===== src/rtl/d_reg_pipe.sv =====
// Elastic DEPTH-stage register pipeline with valid/ready flow control, global enable,
// synchronous flush and occupancy count. Optional parity storage: DREG_PIPE_PARITY_EN.
module d_reg_pipe #(
   parameter int               WIDTH     = 8,
   parameter int               DEPTH     = 4,
   parameter logic [WIDTH-1:0] RESET_VAL = '0
) (
   input  logic                       clk,
   input  logic                       reset,
   input  logic                       en,
   input  logic                       flush,
   input  logic                       in_valid,
   output logic                       in_ready,
   input  logic [WIDTH-1:0]           in_data,
   output logic                       out_valid,
   input  logic                       out_ready,
   output logic [WIDTH-1:0]           out_data,
   output logic [$clog2(DEPTH+1)-1:0] count,
   output logic                       out_perr
);

   localparam int CW = $clog2(DEPTH+1);

   logic [DEPTH-1:0]            v_q, v_d, mv;
   logic [DEPTH-1:0][WIDTH-1:0] data_q, data_d;
   logic [CW-1:0]               count_q, count_d;
   logic                        room0;
   logic                        in_fire;
`ifdef DREG_PIPE_PARITY_EN
   logic [DEPTH-1:0]            par_q, par_d;
`endif

   // Move flags ripple from the output end back toward stage 0.
   always_comb begin : advance
      logic room;
      mv   = '0;
      room = out_ready;
      for (int i = DEPTH - 1; i >= 0; i--) begin
         mv[i] = v_q[i] & room;
         room  = !v_q[i] | mv[i];
      end
      room0 = room;
   end

   assign in_ready = en & !flush & !reset & room0;
   assign in_fire  = in_valid & in_ready;

   always_comb begin
      v_d    = v_q;
      data_d = data_q;
`ifdef DREG_PIPE_PARITY_EN
      par_d  = par_q;
`endif
      if (flush) begin
         v_d = '0;
      end else if (en) begin
         if (in_fire) begin
            v_d[0]    = 1'b1;
            data_d[0] = in_data;
`ifdef DREG_PIPE_PARITY_EN
            par_d[0]  = ^in_data;
`endif
         end else if (mv[0]) begin
            v_d[0] = 1'b0;
         end
         for (int i = 1; i < DEPTH; i++) begin
            if (mv[i-1]) begin
               v_d[i]    = 1'b1;
               data_d[i] = data_q[i-1];
`ifdef DREG_PIPE_PARITY_EN
               par_d[i]  = par_q[i-1];
`endif
            end else if (mv[i]) begin
               v_d[i] = 1'b0;
            end
         end
      end
      count_d = '0;
      for (int i = 0; i < DEPTH; i++) begin
         count_d = count_d + CW'(v_d[i]);
      end
   end

   always_ff @(posedge clk) begin
      if (reset) begin
         v_q     <= '0;
         data_q  <= {DEPTH{RESET_VAL}};
         count_q <= '0;
`ifdef DREG_PIPE_PARITY_EN
         par_q   <= '0;
`endif
      end else begin
         v_q     <= v_d;
         data_q  <= data_d;
         count_q <= count_d;
`ifdef DREG_PIPE_PARITY_EN
         par_q   <= par_d;
`endif
      end
   end

   assign out_valid = v_q[DEPTH-1] & en;
   assign out_data  = data_q[DEPTH-1];
   assign count     = count_q;

`ifdef DREG_PIPE_PARITY_EN
   assign out_perr = out_valid & ((^out_data) != par_q[DEPTH-1]);
`else
   assign out_perr = 1'b0;
`endif

endmodule


===== config.mk =====
export PLATFORM = sky130hd
export DESIGN_NAME = d_reg_pipe
export DESIGN_NICKNAME = d
export VERILOG_FILES = /design/src/rtl/d_reg_pipe.sv
export SDC_FILE = /design/constraint.sdc
export NUM_CORES = 1
export LEC_CHECK = 0
export ABC_CLOCK_PERIOD_IN_PS = 2740
export BUFFER_PORTS_ARGS = -buffer_cell sky130_fd_sc_hd__buf_4
export CORE_MARGIN = 3
export CORE_UTILIZATION = 31
export CTS_BUF_LIST = sky130_fd_sc_hd__clkbuf_4 sky130_fd_sc_hd__clkbuf_8
export CTS_CLUSTER_DIAMETER = 30
export DETAILED_ROUTE_END_ITERATION = 6
export PLACE_DENSITY = 0.57
export SLEW_MARGIN = 25
export SYNTH_ARGS = -nofsm -noshare
export SYNTH_HDL_FRONTEND = slang
export SYNTH_SLANG_ARGS = --single-unit

===== constraint.sdc =====
create_clock -name clk -period 2.74 [get_ports clk]
set_input_delay 0.137 -clock clk [delete_from_list [all_inputs] [get_ports clk]]
set_output_delay 0.137 -clock clk [all_outputs]
set_load 0.01 [all_outputs]

## After elaboration in Yosys (flattened, before gate mapping)

Cells that the tools add are included.

- Bits in registers: 39
- Latch bits: 0
- RAM bits: 0
- Bits in read-only memories: 0
- Bits of input ports: 14
- Output and inout bits: 14
- Word-level logic and storage cells: 43
- Memories kept: 0

- Add/sub/neg operators: 3
- Multiply operators: 0
- Divide/modulo/power cells: 0
- $lt $le $gt $ge: 0
- Equal/unequal tests: 0
- Shift operators: 0
- Muxes and demuxes: 10
- Bitwise logic cells: 14
- Reduce and logical (&&, ||, !) cells: 10

Operator list:

| kind | number |
|---|---|
| $reduce_and A3 Y1 | 4 |
| $and A1 B1 Y1 | 9 |
| $mux W1 | 8 |
| $mux W4 | 2 |
| $logic_not A1 Y1 | 6 |
| $or A1 B1 Y1 | 4 |
| $add A2 B1 Y3 | 1 |
| $add A3 B1 Y3 | 1 |
| $add A1 B1 Y2 | 1 |
| $not A1 Y1 | 1 |

## Depth between registers and ports, before layout

- Depth in word-level cells: 16
- Mapped depth: 10
- Depth with buffers taken out: 8

## Worst setup path before layout

No wires, ideal clock.

- Path kind: register to register
- From: register v_q[2]
- To: register count_q[1] (netlist: count[1])
- Setup time: 0.129 ns
- Arrival: 2.143 ns
- Required time: 2.611 ns
- Setup slack: 0.467 ns
- Cell stages (with the launch flop): 11
- Path buffers: 2
- Clock period less this slack: 2.273 ns
- Path through: dfxtp_1 > buf_2 > and4b_4 > buf_6 > o21ai_2 > a21o_1 > fa_1 > inv_1 > ha_1 > ha_1 > nor2b_1

- Word-level cells in the longest chain between the ends: 14
- Elaborated cells between the ends (all ways): 21
- Classes of those cells: add/sub (3); mux (9); bitwise (8); reduce/logical (1)

Ends and longest elaborated chain:

| item | line | text |
|---|---|---|
| from (decl) | 24 | `logic [DEPTH-1:0] v_q, v_d, mv;` |
| from (signal assigned) | 93 | `v_q <= v_d;` |
| $and A1 B1 Y1 or $logic_not A1 Y1 (tied branches) | 39, 40 |  |
| $or A1 B1 Y1 | 40 | `room = !v_q[i] \| mv[i];` |
| $and A1 B1 Y1 | 39 | `mv[i] = v_q[i] & room;` |
| $or A1 B1 Y1 | 40 |  |
| $and A1 B1 Y1 | 39 |  |
| $or A1 B1 Y1 | 40 |  |
| $and A1 B1 Y1 | 45 | `assign in_ready = en & !flush & !reset & room0;` |
| $and A1 B1 Y1 | 46 | `assign in_fire = in_valid & in_ready;` |
| $mux W1 | 57 | `if (in_fire) begin` |
| $mux W4 * | 56 | `end else if (en) begin` |
| $mux W4 * | 54 | `if (flush) begin` |
| $add A1 B1 Y2 | 80 | `count_d = count_d + CW'(v_d[i]);` |
| $add A2 B1 Y3 | 80 |  |
| $add A3 B1 Y3 * | 80 |  |
| net count_d[1] | 26 | `logic [CW-1:0] count_q, count_d;` |
| to (signal assigned) | 95 | `count_q <= count_d;` |
| to (decl) | 26 |  |

Mark *: on every way through the listed nets, which the timed path passes. The rest lies on a longest branch.
A chain may end at the register's enable or synchronous reset.

## Final worst setup path

- From: register v_q[3]
- To: register count_q[1] (netlist: count[1])

- Word-level cells in the longest chain between the ends: 16
- Elaborated cells between the ends (all ways): 24
- Classes of those cells: add/sub (3); mux (10); bitwise (10); reduce/logical (1)

Ends and longest elaborated chain:

| item | line |
|---|---|
| $and A1 B1 Y1 or $logic_not A1 Y1 (tied branches) | 39, 40 |
| $or A1 B1 Y1 | 40 |
| $and A1 B1 Y1 | 39 |
| $or A1 B1 Y1 | 40 |
| $and A1 B1 Y1 | 39 |
| $or A1 B1 Y1 | 40 |
| $and A1 B1 Y1 | 39 |
| $or A1 B1 Y1 | 40 |
| $and A1 B1 Y1 | 45 |
| $and A1 B1 Y1 | 46 |
| $mux W1 | 57 |
| $mux W4 * | 56 |
| $mux W4 * | 54 |
| $add A1 B1 Y2 | 80 |
| $add A2 B1 Y3 | 80 |
| $add A3 B1 Y3 * | 80 |
| net count_d[1] | 26 |

Marks and branches as above.

==> results <==
- The category of the critical setup timing path is flop to flop.
- The maximum number of pins on one net before global-route repair is 49.
- The diode insertion count for antenna repair is 0.
- The number of failing hold endpoints at the final stage was 0.
- The worst supply voltage drop on vdd is 0.208 mV.
- The number of pins exceeding their max-slew limit in the final report is 0.
- The share of the clock period used by the worst path after layout is 0.856.
- The share of synthesized area in the top cell type comes to 0.430.
- The critical path endpoint category is a flop.
- The first-pass GRT wire length is 5910 microns.
- In the final timing run, aggregate negative setup slack is 0 ns.
- The die outline area is 0.00681 sq mm.
- The netlist area before placement is 0.00182 sq mm.
- The Yosys warning count is 0.
- The number of synthesized register bits is 39.
- The clock sink count is 39.
- The placer congestion estimate is 0.722.
- For this block, the routed nets add up to 3470 microns of wire.
- Sorting the synthesized cells by area gives the leading types as sky130_fd_sc_hd__dfxtp_1, sky130_fd_sc_hd__a21oi_1, sky130_fd_sc_hd__o21ai_0, sky130_fd_sc_hd__nand3_1, sky130_fd_sc_hd__nand2b_1.
- In this design, the stage delay of the slowest critical-path cell is 0.53 ns.
- Along the worst path, the maximum fanout reaches 11.
- Across all hold checks on the routed design, the worst slack comes to 0.109 ns.
- The kind of cell adding the most delay to the critical path is adder cells.
- For this run the aggregate overflow at the end of global routing stands at 0.
- The routed layout has 1,360 vias.
- The number of buffers added for setup after CTS is 0.
- The worst path in the final design needs a cycle of 2.34 ns, including I/O delays and setup.
- Prior to clock tree synthesis, the placed netlist has a worst setup slack of 0.403 ns.
- The most used flip-flop cell after synthesis is sky130_fd_sc_hd__dfxtp_1.
- The hold-fix buffer count after cts is 0.
- The number of levels in the clock H-tree is 2.
- The die boundary width is 82.5 microns.
- The post-cts sizing count is 0.
- The slowest stage cell on the critical path is sky130_fd_sc_hd__fa_1.
- The starting density of the core is 0.326.
- The power density relative to cell area is 544 mW/mm^2.
- In this run the deepest clock path goes through 2 buffers.
- The number of clock buffers added by TritonCTS is 5.
- The total nets after synthesis is 219.
- The number of standard cells after synthesis is 202.
- The min-delay analysis places its worst path in the category primary input to flop.
- The worst setup skew after layout is 0.00369 ns.
- Across the run, the number of max-cap violations was 0.
- The design area is 0.00208 sq mm.
- The placed instance area is 0.00196 sq mm.
- The total of endpoints with negative setup slack in the final report is 0.
- Input and output buffers added on the ports amount to 26.
- The total routing usage reported by global routing is 0.111.
- 28 I/O pins were placed.
- The clock root buffer master is sky130_fd_sc_hd__clkbuf_8.
- Setup slack on the critical path of the routed design comes to 0.396 ns.
- The run finished with clean final reports.
- The remaining design rule violation count is 0.
- Of the cells placed in the final design, the portion with a size suffix greater than 1 is 0.197.
- The worst setup path is launched from a flop.
- The number of standard-cell rows in the floorplan is 27.
- For this run, asynchronously set or reset flops after synthesis account for 0.
- The number of antenna violations at the first check in global routing came to 0.
- Of all cell types, the one taking the most synthesized area is sky130_fd_sc_hd__dfxtp_1.
- After the first detailed-routing iteration, the DRC count stood at 119.
- The clock reaches the later pin of the worst-skew pair after 0.29 ns.
- After clock tree synthesis, the clock-pin slew on the worst setup and hold paths is 0.07 ns.
- The TritonCTS clock tree is done.
- Dividing the detail-routed via count by the number of cells gives 4.77.
- Walking the worst path, the cells encountered are and4b_4 > o21ai_2 > a21o_1 > fa_1 > inv_1 > ha_1 > ha_1 > nor2b_1.
- STA puts the critical path data required time at 2.91 ns.
- The post-DP HPWL is 2340 microns.
- The synthesized area per cell is 8.99 sq um.
- The detailed-routing iteration count for the pre-antenna-repair pass is 4.
- The number of nets in the layout is 229.
- The most numerous cell on the critical path is sky130_fd_sc_hd__ha_1.
- The area growth from synthesis to layout is 14.5%.
- In this run, synthesis inferred 0 flip-flops with an integrated enable.
- The count of cell types in the netlist is 32.
- Counting both buffers and inverters, the worst setup path holds a total of 1.
- Setup repair after global routing left no endpoint under its margin.
- For the worst setup path, the data arrival time is 2.51 ns.
- The area of the core is 0.00557 sq mm.
- The mean routed wirelength per cell is 12.2 microns.
- The number of global-route vias before repair was 1,286.
- Of the synthesized area, sequential elements account for 0.430.
- In this run the remaining antenna-violating nets after routing total 0.
- Derived from the worst setup path, the maximum achievable clock frequency is 427 MHz.
- The die is 82.5 microns tall.
- The analysis attributes to cell leakage a power of 0.749 nW.
==> kinds of logic after synthesis <==
| logic type | synth area share |
|---|---|
| other | 0.00207 |
| AO/OA/AOI/OAI | 0.203 |
| AND/OR/NAND/NOR | 0.209 |
| multiplexers | 0.0441 |
| adder cells (fa/ha/maj) | 0.0248 |
| flip-flops | 0.430 |
| buffers and inverters | 0.0875 |
==> synth_stat cells (3+ instances only) <==
master,number
sky130_fd_sc_hd__and3b_1,4
sky130_fd_sc_hd__inv_1,3
sky130_fd_sc_hd__o21ai_0,25
sky130_fd_sc_hd__nand3b_1,5
sky130_fd_sc_hd__a21o_1,3
sky130_fd_sc_hd__mux2i_1,8
sky130_fd_sc_hd__nand3_1,24
sky130_fd_sc_hd__dfxtp_1,39
sky130_fd_sc_hd__a21oi_1,25
sky130_fd_sc_hd__nor2b_1,3
sky130_fd_sc_hd__buf_4,9
sky130_fd_sc_hd__nand2_1,4
sky130_fd_sc_hd__nand2b_1,17
sky130_fd_sc_hd__buf_2,7
sky130_fd_sc_hd__clkbuf_1,6
==> power by group <==
part / switching (mW) / internal [mW]
clock network: 0.201 / 0.295
registers: 0.00378 / 0.572
logic: 0.0307 / 0.0295
total: 0.235 / 0.896
==> registers in the layout (all words and copies together) (netlist names) <==
signal / cells
v_q: 4
count: 3
data_q: 24
out_data: 8
==> worst paths after layout <==
kind / slack (ns) / endpoint / cells past startpoint / startpoint
setup / recovery: 0.40 / count[1] / 8 / v_q[3]
hold / removal: 0.11 / data_q[4] / 3 / in_data[4]
setup reg to reg: 0.40 / count[1] / 8 / v_q[3]
hold reg to reg: 0.47 / out_data[2] / 2 / data_q[18]
==> layout make-up <==
type | instances | area [sq um]
Inverter | 3 | 11.3
Fill cell | 591 | 3500
Tap cell | 72 | 90.1
Multi-Input combinational cell | 136 | 876
Clock buffer | 6 | 82.6
Clock inverter | 2 | 35.0
Sequential cell | 39 | 781
Timing Repair Buffer | 27 | 203
==> through the flow <==
stage	total power [mW]	util	cells
2_1_floorplan	0.626	-	202
3_3_place_gp	0.650	0.352	277
3_5_place_dp	0.650	0.352	277
4_1_cts	1.15	0.373	285
5_1_grt	1.17	0.373	285
6_report	1.13	0.373	285
==> routing by layer <==
| layer | up-vias | GRT usage | part of all wire |
|---|---|---|---|
| li1 | 716 | - | - |
| met1 | 612 | 0.155 | 0.53 |
| met2 | 28 | 0.160 | 0.41 |
| met3 | 4 | 0.0304 | 0.046 |
| met4 | 0 | 0.0441 | 0.013 |
| met5 | - | 0 | 0 |
==> worst min-delay path: stages <==
cell and delay (ns):
sky130_fd_sc_hd__buf_4 0.11, sky130_fd_sc_hd__nand2b_1 0.05, sky130_fd_sc_hd__mux2i_1 0.06
==> cell usage in the layout, fill, tap and decap left out, types with 2 or more instances in the layout <==
cell type and instances:
sky130_fd_sc_hd__a211oi_1 2, sky130_fd_sc_hd__a21o_1 3, sky130_fd_sc_hd__a21oi_1 25, sky130_fd_sc_hd__and3b_1 4
sky130_fd_sc_hd__buf_4 27, sky130_fd_sc_hd__clkbuf_8 6, sky130_fd_sc_hd__dfxtp_1 39, sky130_fd_sc_hd__ha_1 2
sky130_fd_sc_hd__inv_1 3, sky130_fd_sc_hd__mux2i_1 8, sky130_fd_sc_hd__nand2_1 4, sky130_fd_sc_hd__nand2b_1 17
sky130_fd_sc_hd__nand3_1 24, sky130_fd_sc_hd__nand3b_1 5, sky130_fd_sc_hd__nor2b_1 3, sky130_fd_sc_hd__o21ai_0 25
(Power assumes the default switching activity.)
